<file path="src/rtl/cpu_pkg.sv">
// Shared decode definitions for the issue stage and the ALU: function codes,
// instruction field positions, and the legality / operand-usage helpers.
package cpu_pkg;
    localparam int NREGS = 16;
    localparam int RW    = 4;

    localparam int FN_HI  = 31;
    localparam int FN_LO  = 26;
    localparam int IMMSEL = 25;
    localparam int RD_HI  = 24;
    localparam int RD_LO  = 21;
    localparam int RS_HI  = 20;
    localparam int RS_LO  = 17;
    localparam int RT_HI  = 16;
    localparam int RT_LO  = 13;
    localparam int IMM_HI = 15;
    localparam int IMM_LO = 0;

    typedef enum logic [5:0] {
        OP_ADD  = 6'h00, OP_SUB  = 6'h01, OP_AND  = 6'h04, OP_OR   = 6'h05,
        OP_XOR  = 6'h06, OP_MVHI = 6'h0B, OP_SLL  = 6'h0C, OP_SRL  = 6'h0D,
        OP_SRA  = 6'h0E, OP_F    = 6'h10, OP_EQ   = 6'h11, OP_LT   = 6'h12,
        OP_LE   = 6'h13, OP_NE   = 6'h15, OP_GE   = 6'h16, OP_GT   = 6'h17,
        OP_T    = 6'h18, OP_LTU  = 6'h19, OP_LEU  = 6'h1A, OP_GEU  = 6'h1B,
        OP_GTU  = 6'h1D, OP_NEU  = 6'h1E, OP_EQU  = 6'h1F, OP_JAL  = 6'h20
    } opsel_e;

    typedef struct packed {
        logic [5:0]    fn;
        logic          imm_sel;
        logic [RW-1:0] rd;
        logic [RW-1:0] rs;
        logic [RW-1:0] rt;
        logic [15:0]   imm16;
    } dec_t;

    function automatic dec_t decode(input logic [31:0] w);
        dec_t d;
        d.fn      = w[FN_HI:FN_LO];
        d.imm_sel = w[IMMSEL];
        d.rd      = w[RD_HI:RD_LO];
        d.rs      = w[RS_HI:RS_LO];
        d.rt      = w[RT_HI:RT_LO];
        d.imm16   = w[IMM_HI:IMM_LO];
        return d;
    endfunction

    function automatic logic fn_legal(input logic [5:0] fn);
        case (fn)
            OP_ADD, OP_SUB, OP_AND, OP_OR, OP_XOR, OP_MVHI, OP_SLL, OP_SRL,
            OP_SRA, OP_F, OP_EQ, OP_LT, OP_LE, OP_NE, OP_GE, OP_GT, OP_T,
            OP_LTU, OP_LEU, OP_GEU, OP_GTU, OP_NEU, OP_EQU, OP_JAL: return 1'b1;
            default: return 1'b0;
        endcase
    endfunction

    // Illegal codes read nothing so they can never stall.
    function automatic logic uses_rs(input logic [5:0] fn);
        return fn_legal(fn) && !(fn inside {OP_MVHI, OP_F, OP_T, OP_JAL});
    endfunction

    function automatic logic uses_rt(input logic [5:0] fn, input logic imm_sel);
        return uses_rs(fn) && !imm_sel;
    endfunction
endpackage

</file>
<file path="src/rtl/regfile.sv">
// 16x32 register file: two read ports, one synchronous write port,
// reset-clear, r0 hardwired to zero, same-cycle write-through to readers.
module regfile
    import cpu_pkg::*;
(
    input  logic          clk,
    input  logic          reset,
    input  logic [RW-1:0] ra,
    input  logic [RW-1:0] rb,
    output logic [31:0]   rdata_a,
    output logic [31:0]   rdata_b,
    input  logic          we,
    input  logic [RW-1:0] wa,
    input  logic [31:0]   wdata
);
    logic [NREGS-1:0][31:0] mem;

    always_ff @(posedge clk) begin
        if (reset)
            mem <= '0;
        else if (we && wa != '0)
            mem[wa] <= wdata;
    end

    always_comb begin
        rdata_a = mem[ra];
        rdata_b = mem[rb];
        if (we && wa == ra) rdata_a = wdata;
        if (we && wa == rb) rdata_b = wdata;
        if (ra == '0) rdata_a = '0;
        if (rb == '0) rdata_b = '0;
    end
endmodule

</file>
<file path="src/rtl/alu_issue.sv">
// Decode-and-issue stage feeding the ALU: register read with writeback bypass,
// operand selection, and a per-register busy scoreboard for RAW/WAW interlock.
module alu_issue
    import cpu_pkg::*;
(
    input  logic          clk,
    input  logic          reset,
    input  logic          in_valid,
    output logic          in_ready,
    input  logic [31:0]   in_instr,
    input  logic [31:0]   in_pc,
    input  logic          wb_en,
    input  logic [RW-1:0] wb_rd,
    input  logic [31:0]   wb_data,
    output logic [5:0]    opsel,
    output logic [31:0]   A,
    output logic [31:0]   B,
    output logic          out_valid,
    output logic [RW-1:0] out_rd,
    output logic          out_we,
    output logic          err
);
    localparam int STAGES = 1;

    dec_t             d;
    logic             legal, need_rs, need_rt, writes, accept;
    logic [NREGS-1:0] busy, wb_clr, busy_eff, busy_set;
    logic [31:0]      rs_val, rt_val, imm32, a_nxt, b_nxt;
    logic [STAGES:0]  vld_pipe;

    assign d       = decode(in_instr);
    assign legal   = fn_legal(d.fn);
    assign need_rs = uses_rs(d.fn);
    assign need_rt = uses_rt(d.fn, d.imm_sel);
    assign writes  = legal && d.fn != OP_JAL && d.rd != '0;
    assign imm32   = {{16{d.imm16[15]}}, d.imm16};

    // A writeback landing this cycle releases its register for the reader.
    always_comb begin
        wb_clr = '0;
        if (wb_en && wb_rd != '0) wb_clr[wb_rd] = 1'b1;
    end
    assign busy_eff = busy & ~wb_clr;

    assign in_ready = !reset
                   && !(need_rs && busy_eff[d.rs])
                   && !(need_rt && busy_eff[d.rt])
                   && !(writes  && busy_eff[d.rd]);
    assign accept   = in_valid && in_ready;

    regfile u_rf (
        .clk     (clk),
        .reset   (reset),
        .ra      (d.rs),
        .rb      (d.rt),
        .rdata_a (rs_val),
        .rdata_b (rt_val),
        .we      (wb_en),
        .wa      (wb_rd),
        .wdata   (wb_data)
    );

    always_comb begin
        a_nxt = rs_val;
        b_nxt = d.imm_sel ? imm32 : rt_val;
        case (d.fn)
            OP_MVHI: begin a_nxt = '0;    b_nxt = {16'b0, d.imm16}; end
            OP_F,
            OP_T:    begin a_nxt = '0;    b_nxt = '0;               end
            OP_JAL:  begin a_nxt = in_pc; b_nxt = imm32;            end
            default: ;
        endcase
    end

    always_comb begin
        busy_set = '0;
        if (accept && writes) busy_set[d.rd] = 1'b1;
    end

    assign vld_pipe[0] = accept && legal;
    assign out_valid   = vld_pipe[STAGES];

    always_ff @(posedge clk) begin
        if (reset) begin
            busy        <= '0;
            opsel       <= OP_ADD;
            A           <= '0;
            B           <= '0;
            out_rd      <= '0;
            out_we      <= 1'b0;
            err         <= 1'b0;
            vld_pipe[1] <= 1'b0;
        end else begin
            // Set is OR'd after the clear so a same-cycle re-issue keeps busy.
            busy        <= (busy & ~wb_clr) | busy_set;
            err         <= accept && !legal;
            vld_pipe[1] <= vld_pipe[0];
            if (vld_pipe[0]) begin
                opsel  <= d.fn;
                A      <= a_nxt;
                B      <= b_nxt;
                out_rd <= d.rd;
                out_we <= writes;
            end
        end
    end
endmodule
</file>
<file path="config.mk">
export PLATFORM = sky130hd
export DESIGN_NAME = alu_issue
export DESIGN_NICKNAME = d
export VERILOG_FILES = /design/src/rtl/cpu_pkg.sv /design/src/rtl/regfile.sv /design/src/rtl/alu_issue.sv
export SDC_FILE = /design/constraint.sdc
export NUM_CORES = 2
export LEC_CHECK = 0
export ABC_AREA = 1
export BUFFER_PORTS_ARGS = -buffer_cell sky130_fd_sc_hd__buf_2
export CORE_UTILIZATION = 30
export CTS_CLUSTER_SIZE = 28
export DETAILED_ROUTE_END_ITERATION = 6
export HOLD_SLACK_MARGIN = 0.08
export PLACE_DENSITY = 0.43
export SLEW_MARGIN = 20
export SYNTH_ARGS = -nofsm -noshare
export SYNTH_HDL_FRONTEND = slang
export SYNTH_SLANG_ARGS = --single-unit
</file>
<file path="constraint.sdc">
create_clock -name clk -period 2.7 [get_ports clk]
set_input_delay 0.54 -clock clk [delete_from_list [all_inputs] [get_ports clk]]
set_output_delay 0.54 -clock clk [all_outputs]
set_load 0.03 [all_outputs]
</file>
==> impl_metrics.json <==
{
  "grt_max_degree": 163,
  "timing.final.crit_share_pct": 98.0,
  "slew_violations": 0,
  "routed_length_per_instance_um": 24.5,
  "synth_cells": 4536,
  "die_width_um": 322,
  "worst_pin_slew_ps": 1020,
  "switching_portion_of_total_power_pct": 29.4,
  "global_route.usage.total_pct": 28.2,
  "critPathMaxStageDelay_ps": 250,
  "grt_use_met1_pct": 39.8,
  "setup_viol": 0,
  "p_leak_nw": 15.1,
  "die_area_mm2": 0.104,
  "fill_cells": 10900,
  "io_buffer_count": 181,
  "post_synth_instance_area_mm2": 0.0308,
  "final_wirelength_mm": 151,
  "post-dp-hpwl_mm": 96.8,
  "type_of_the_worst_setup_path": "in -> reg",
  "cts-hold-fix-buffers": 0,
  "cts.clk_slew.worst_paths_ps": 60,
  "gr-usage-met3_pct": 4.76,
  "worst_slew_margin_rel_pct": 32.3,
  "final_cells": 6161,
  "final-hold-violation-count": 0,
  "syn_area_per_cell_um2": 6.79,
  "maximum_capacitance_violations": 0,
  "post_route_setup_tns_ps": 0,
  "synth_ff_type": "sky130_fd_sc_hd__dfxtp_1",
  "cpLargestDelayFamily": "buffers and inverters",
  "share_of_layout_cells_above_drive_strength_1_pct": 15.3,
  "detailedRoute.firstPassIterationCount": 6,
  "flow.area_growth_from_synthesis_pct": 24.3,
  "cell_internal_pwr_mw": 16.5,
  "p_seq_share_pct": 39.5,
  "async_reset_ff_share_pct": 0,
  "synth_nets": 4640,
  "placement_rows": 117,
  "grt_pass1_vias": 31300,
  "ys_ff_latch": 605,
  "crit_path_top_delay_cell": "sky130_fd_sc_hd__nor2_4",
  "power_density_relative_to_cell_area_mw_per_mm2": 611,
  "numCtsBuffers": 77,
  "timing.hold.worst.class": "in -> reg",
  "grt_ovf": 0,
  "clock_power_share_pct": 45.0,
  "fin_hold_ws_ps": 150,
  "wire_length_of_the_first_global_routing_pass_mm": 217,
  "start_util_pct": 30.3,
  "comb_power_share_pct": 15.5,
  "critPathRequiredTime_ps": 3230,
  "status": "complete, no violations",
  "p_total_mw": 23.4,
  "route.vias.total": 33700,
  "power_switching_mw": 6.88,
  "crit_path_cell_trace": "buf_4 -> nor2_4 -> nand2_4 -> buf_4 -> buf_4 -> buf_4 -> buf_4 -> buf_4 -> buf_4 -> buf_4 -> buf_4 -> buf_4 -> buf_4 -> buf_4 -> buf_4 -> buf_4 -> buf_4 -> buf_4 -> o21ai_0 -> a21oi_1",
  "die_span_in_y_um": 322,
  "nets": 4835,
  "coreArea_mm2": 0.102,
  "timing.critical_path.from_type": "primary input",
  "clk_path_buf_depth": 3,
  "drc": 0,
  "final_cell_area_mm2": 0.0383,
  "critPathBufInv": 16,
  "fin_worst_skew_ps": 31.8,
  "cts_htree_levels": 3,
  "multi_input_comb_area_mm2": 0.0153,
  "drt.antenna.violating_nets": 0,
  "tritoncts": "built",
  "synth_edf_count": 0,
  "netlist-cell-type-count": 32,
  "cts-root-buf": "sky130_fd_sc_hd__clkbuf_16",
  "critical_path_data_arrival_time_ps": 3180,
  "place.detailed.instances": 5996,
  "grt_antenna_before_repair": 5,
  "met2_layer_usage_reported_by_global_route_pct": 43.5,
  "first_drt_iteration_drcs": 3478,
  "setup.reg_to_reg.worst_slack_ps": 540,
  "period_minus_slack_ps": 2650,
  "fmaxAchievable_mhz": 378,
  "register_area_mm2": 0.0121,
  "ioPinCount": 182,
  "gp_routability_congestion": 0.885,
  "synthesis.yosys.warnings": 0,
  "timing.critical_path.fanout_max": 10,
  "ir_worst_vdd_mv": 0.465,
  "cp_common_cell": "sky130_fd_sc_hd__buf_4",
  "seq_area_frac_synth_pct": 39.3,
  "avgViaCountPerCell": 5.47,
  "clkSinkCount": 605,
  "clkLatencyLatePin_ps": 660,
  "setup.worst_path.end_class": "flip-flop",
  "post_dp_cell_area_mm2": 0.0354,
  "gr-max-usage-layer": "met2"
}
## power groups by stage
| stage | sequential, mW | clock [mW] | combinational, mW |
|---|---|---|---|
| final | 9.25 | 10.5 | 3.62 |
| after global routing | 9.27 | 11.1 | 3.85 |
| after CTS | 9.24 | 10.7 | 3.54 |
| after detailed placement | 9.44 | 0 | 3.51 |
| after global placement | 9.44 | 0 | 3.52 |
| after floorplan | 9.55 | 0 | 1.65 |
## metrics by stage
step / worst slack, ps / utilization, %
floorplan: 39.3 / -
global placement: -194 / 34.8
detailed placement: -176 / 34.8
CTS: 0.973 / 37.4
global route: -17.9 / 37.6
finish: 53.7 / 37.6
## cells by family (layout without fill, tap and decap cells)
kind of cell / after synthesis / in the layout / synth area share, %
buffers and inverters: 969 / 1224 / 12.0
DFF: 605 / 605 / 39.3
and+or+nand+nor: 1019 / 1019 / 13.1
xor gates and xnor gates: 2 / 2 / 0.0569
other: 0 / 2 / 0
AOI/OAI and AO/OA: 1941 / 1941 / 35.5
## worst reg2reg max path, stage by stage (launching register included)
cell and delay (ps):
sky130_fd_sc_hd__dfxtp_1 390, sky130_fd_sc_hd__nand2_4 70, sky130_fd_sc_hd__buf_4 130, sky130_fd_sc_hd__buf_4 130, sky130_fd_sc_hd__nand2_1 70, sky130_fd_sc_hd__nand4_1 110
sky130_fd_sc_hd__nand2_1 80, sky130_fd_sc_hd__nand3_1 80, sky130_fd_sc_hd__nor2_2 160, sky130_fd_sc_hd__nor2_1 90, sky130_fd_sc_hd__nand4_4 130, sky130_fd_sc_hd__buf_12 180
sky130_fd_sc_hd__buf_12 250, sky130_fd_sc_hd__nand2_1 90, sky130_fd_sc_hd__nand2_1 60, sky130_fd_sc_hd__nor2_1 40
## Yosys cell counts (3+ instances only)
cell	n	area share (%)
sky130_fd_sc_hd__nor2_1	320	3.9
sky130_fd_sc_hd__o211a_1	8	0.26
sky130_fd_sc_hd__nand2_2	3	0.061
sky130_fd_sc_hd__o21ai_0	787	13
sky130_fd_sc_hd__nand3_1	71	1.2
sky130_fd_sc_hd__o221ai_1	230	6.5
sky130_fd_sc_hd__o2111ai_1	19	0.54
sky130_fd_sc_hd__buf_2	23	0.37
sky130_fd_sc_hd__o211ai_1	62	1.5
sky130_fd_sc_hd__inv_1	527	6.4
sky130_fd_sc_hd__buf_1	29	0.35
sky130_fd_sc_hd__nand2_1	579	7.1
sky130_fd_sc_hd__dfxtp_1	605	39
sky130_fd_sc_hd__a221oi_1	14	0.40
sky130_fd_sc_hd__a21oi_1	805	13
sky130_fd_sc_hd__nand4_1	39	0.79
sky130_fd_sc_hd__nor2_2	4	0.081
sky130_fd_sc_hd__inv_2	6	0.073
sky130_fd_sc_hd__clkbuf_1	376	4.6
sky130_fd_sc_hd__buf_4	3	0.073
sky130_fd_sc_hd__a21boi_0	9	0.22
sky130_fd_sc_hd__clkinv_1	4	0.049
## sequential cells by signal (all words and copies together) (netlist names)
register	cells
B	32
A	32
u_rf.mem	512
out_rd	4
busy	16
out_we	1
opsel	6
err	1
out_valid	1
## layout make-up
cell class,count,share of cell area (%)
Antenna cell,2,0.0131
Clock buffer,119,6.08
Clock inverter,20,0.536
Inverter,537,5.29
Multi-Input combinational cell,2962,40.0
Sequential cell,605,31.6
Tap cell,1368,4.47
Timing Repair Buffer,548,12.0
## per-layer routing
layer	wire length, um	part of all wire (%)
met4	4840	3.2
met1	69500	46
met2	65400	43
met5	22	0.015
met3	11000	7.3
## final timing paths
check	startpoint	to	cells past startpoint
hold reg to reg	u_rf.mem[17]	u_rf.mem[17]	2
hold / removal	in_instr[30]	opsel[4]	3
setup / recovery	wb_rd[3]	u_rf.mem[226]	20
setup reg to reg	busy[6]	A[10]	15
## repair_timing
item	CTS	global route
setup endpoints to repair	1	6
gates cloned	0	0
endpoints found under the hold margin	0	0
resized for setup	25	36
buffers inserted	15	9
pin swaps	3	20
## cell usage in the layout, fill, tap and decap left out, types with 6 or more instances in the layout
master | netlist | layout
sky130_fd_sc_hd__a21oi_1 | 805 | 804
sky130_fd_sc_hd__o21ai_0 | 787 | 784
sky130_fd_sc_hd__dfxtp_1 | 605 | 605
sky130_fd_sc_hd__nand2_1 | 579 | 562
sky130_fd_sc_hd__inv_1 | 527 | 522
sky130_fd_sc_hd__nor2_1 | 320 | 305
sky130_fd_sc_hd__buf_4 | 3 | 300
sky130_fd_sc_hd__o221ai_1 | 230 | 230
sky130_fd_sc_hd__buf_2 | 23 | 171
sky130_fd_sc_hd__clkbuf_16 | 0 | 79
sky130_fd_sc_hd__buf_12 | 0 | 69
sky130_fd_sc_hd__o211ai_1 | 62 | 62
sky130_fd_sc_hd__nand3_1 | 71 | 59
sky130_fd_sc_hd__nand4_1 | 39 | 39
sky130_fd_sc_hd__clkbuf_8 | 0 | 21
sky130_fd_sc_hd__clkbuf_1 | 376 | 20
sky130_fd_sc_hd__o2111ai_1 | 19 | 19
sky130_fd_sc_hd__nor2_4 | 1 | 15
sky130_fd_sc_hd__clkinv_2 | 0 | 15
sky130_fd_sc_hd__a221oi_1 | 14 | 14
sky130_fd_sc_hd__nand2_2 | 3 | 12
sky130_fd_sc_hd__a21boi_0 | 9 | 9
sky130_fd_sc_hd__inv_2 | 6 | 8
sky130_fd_sc_hd__nand3_2 | 0 | 8
sky130_fd_sc_hd__o211a_1 | 8 | 8
sky130_fd_sc_hd__nand2_4 | 0 | 7
sky130_fd_sc_hd__buf_6 | 1 | 6
Power figures use the tool's default switching activity.
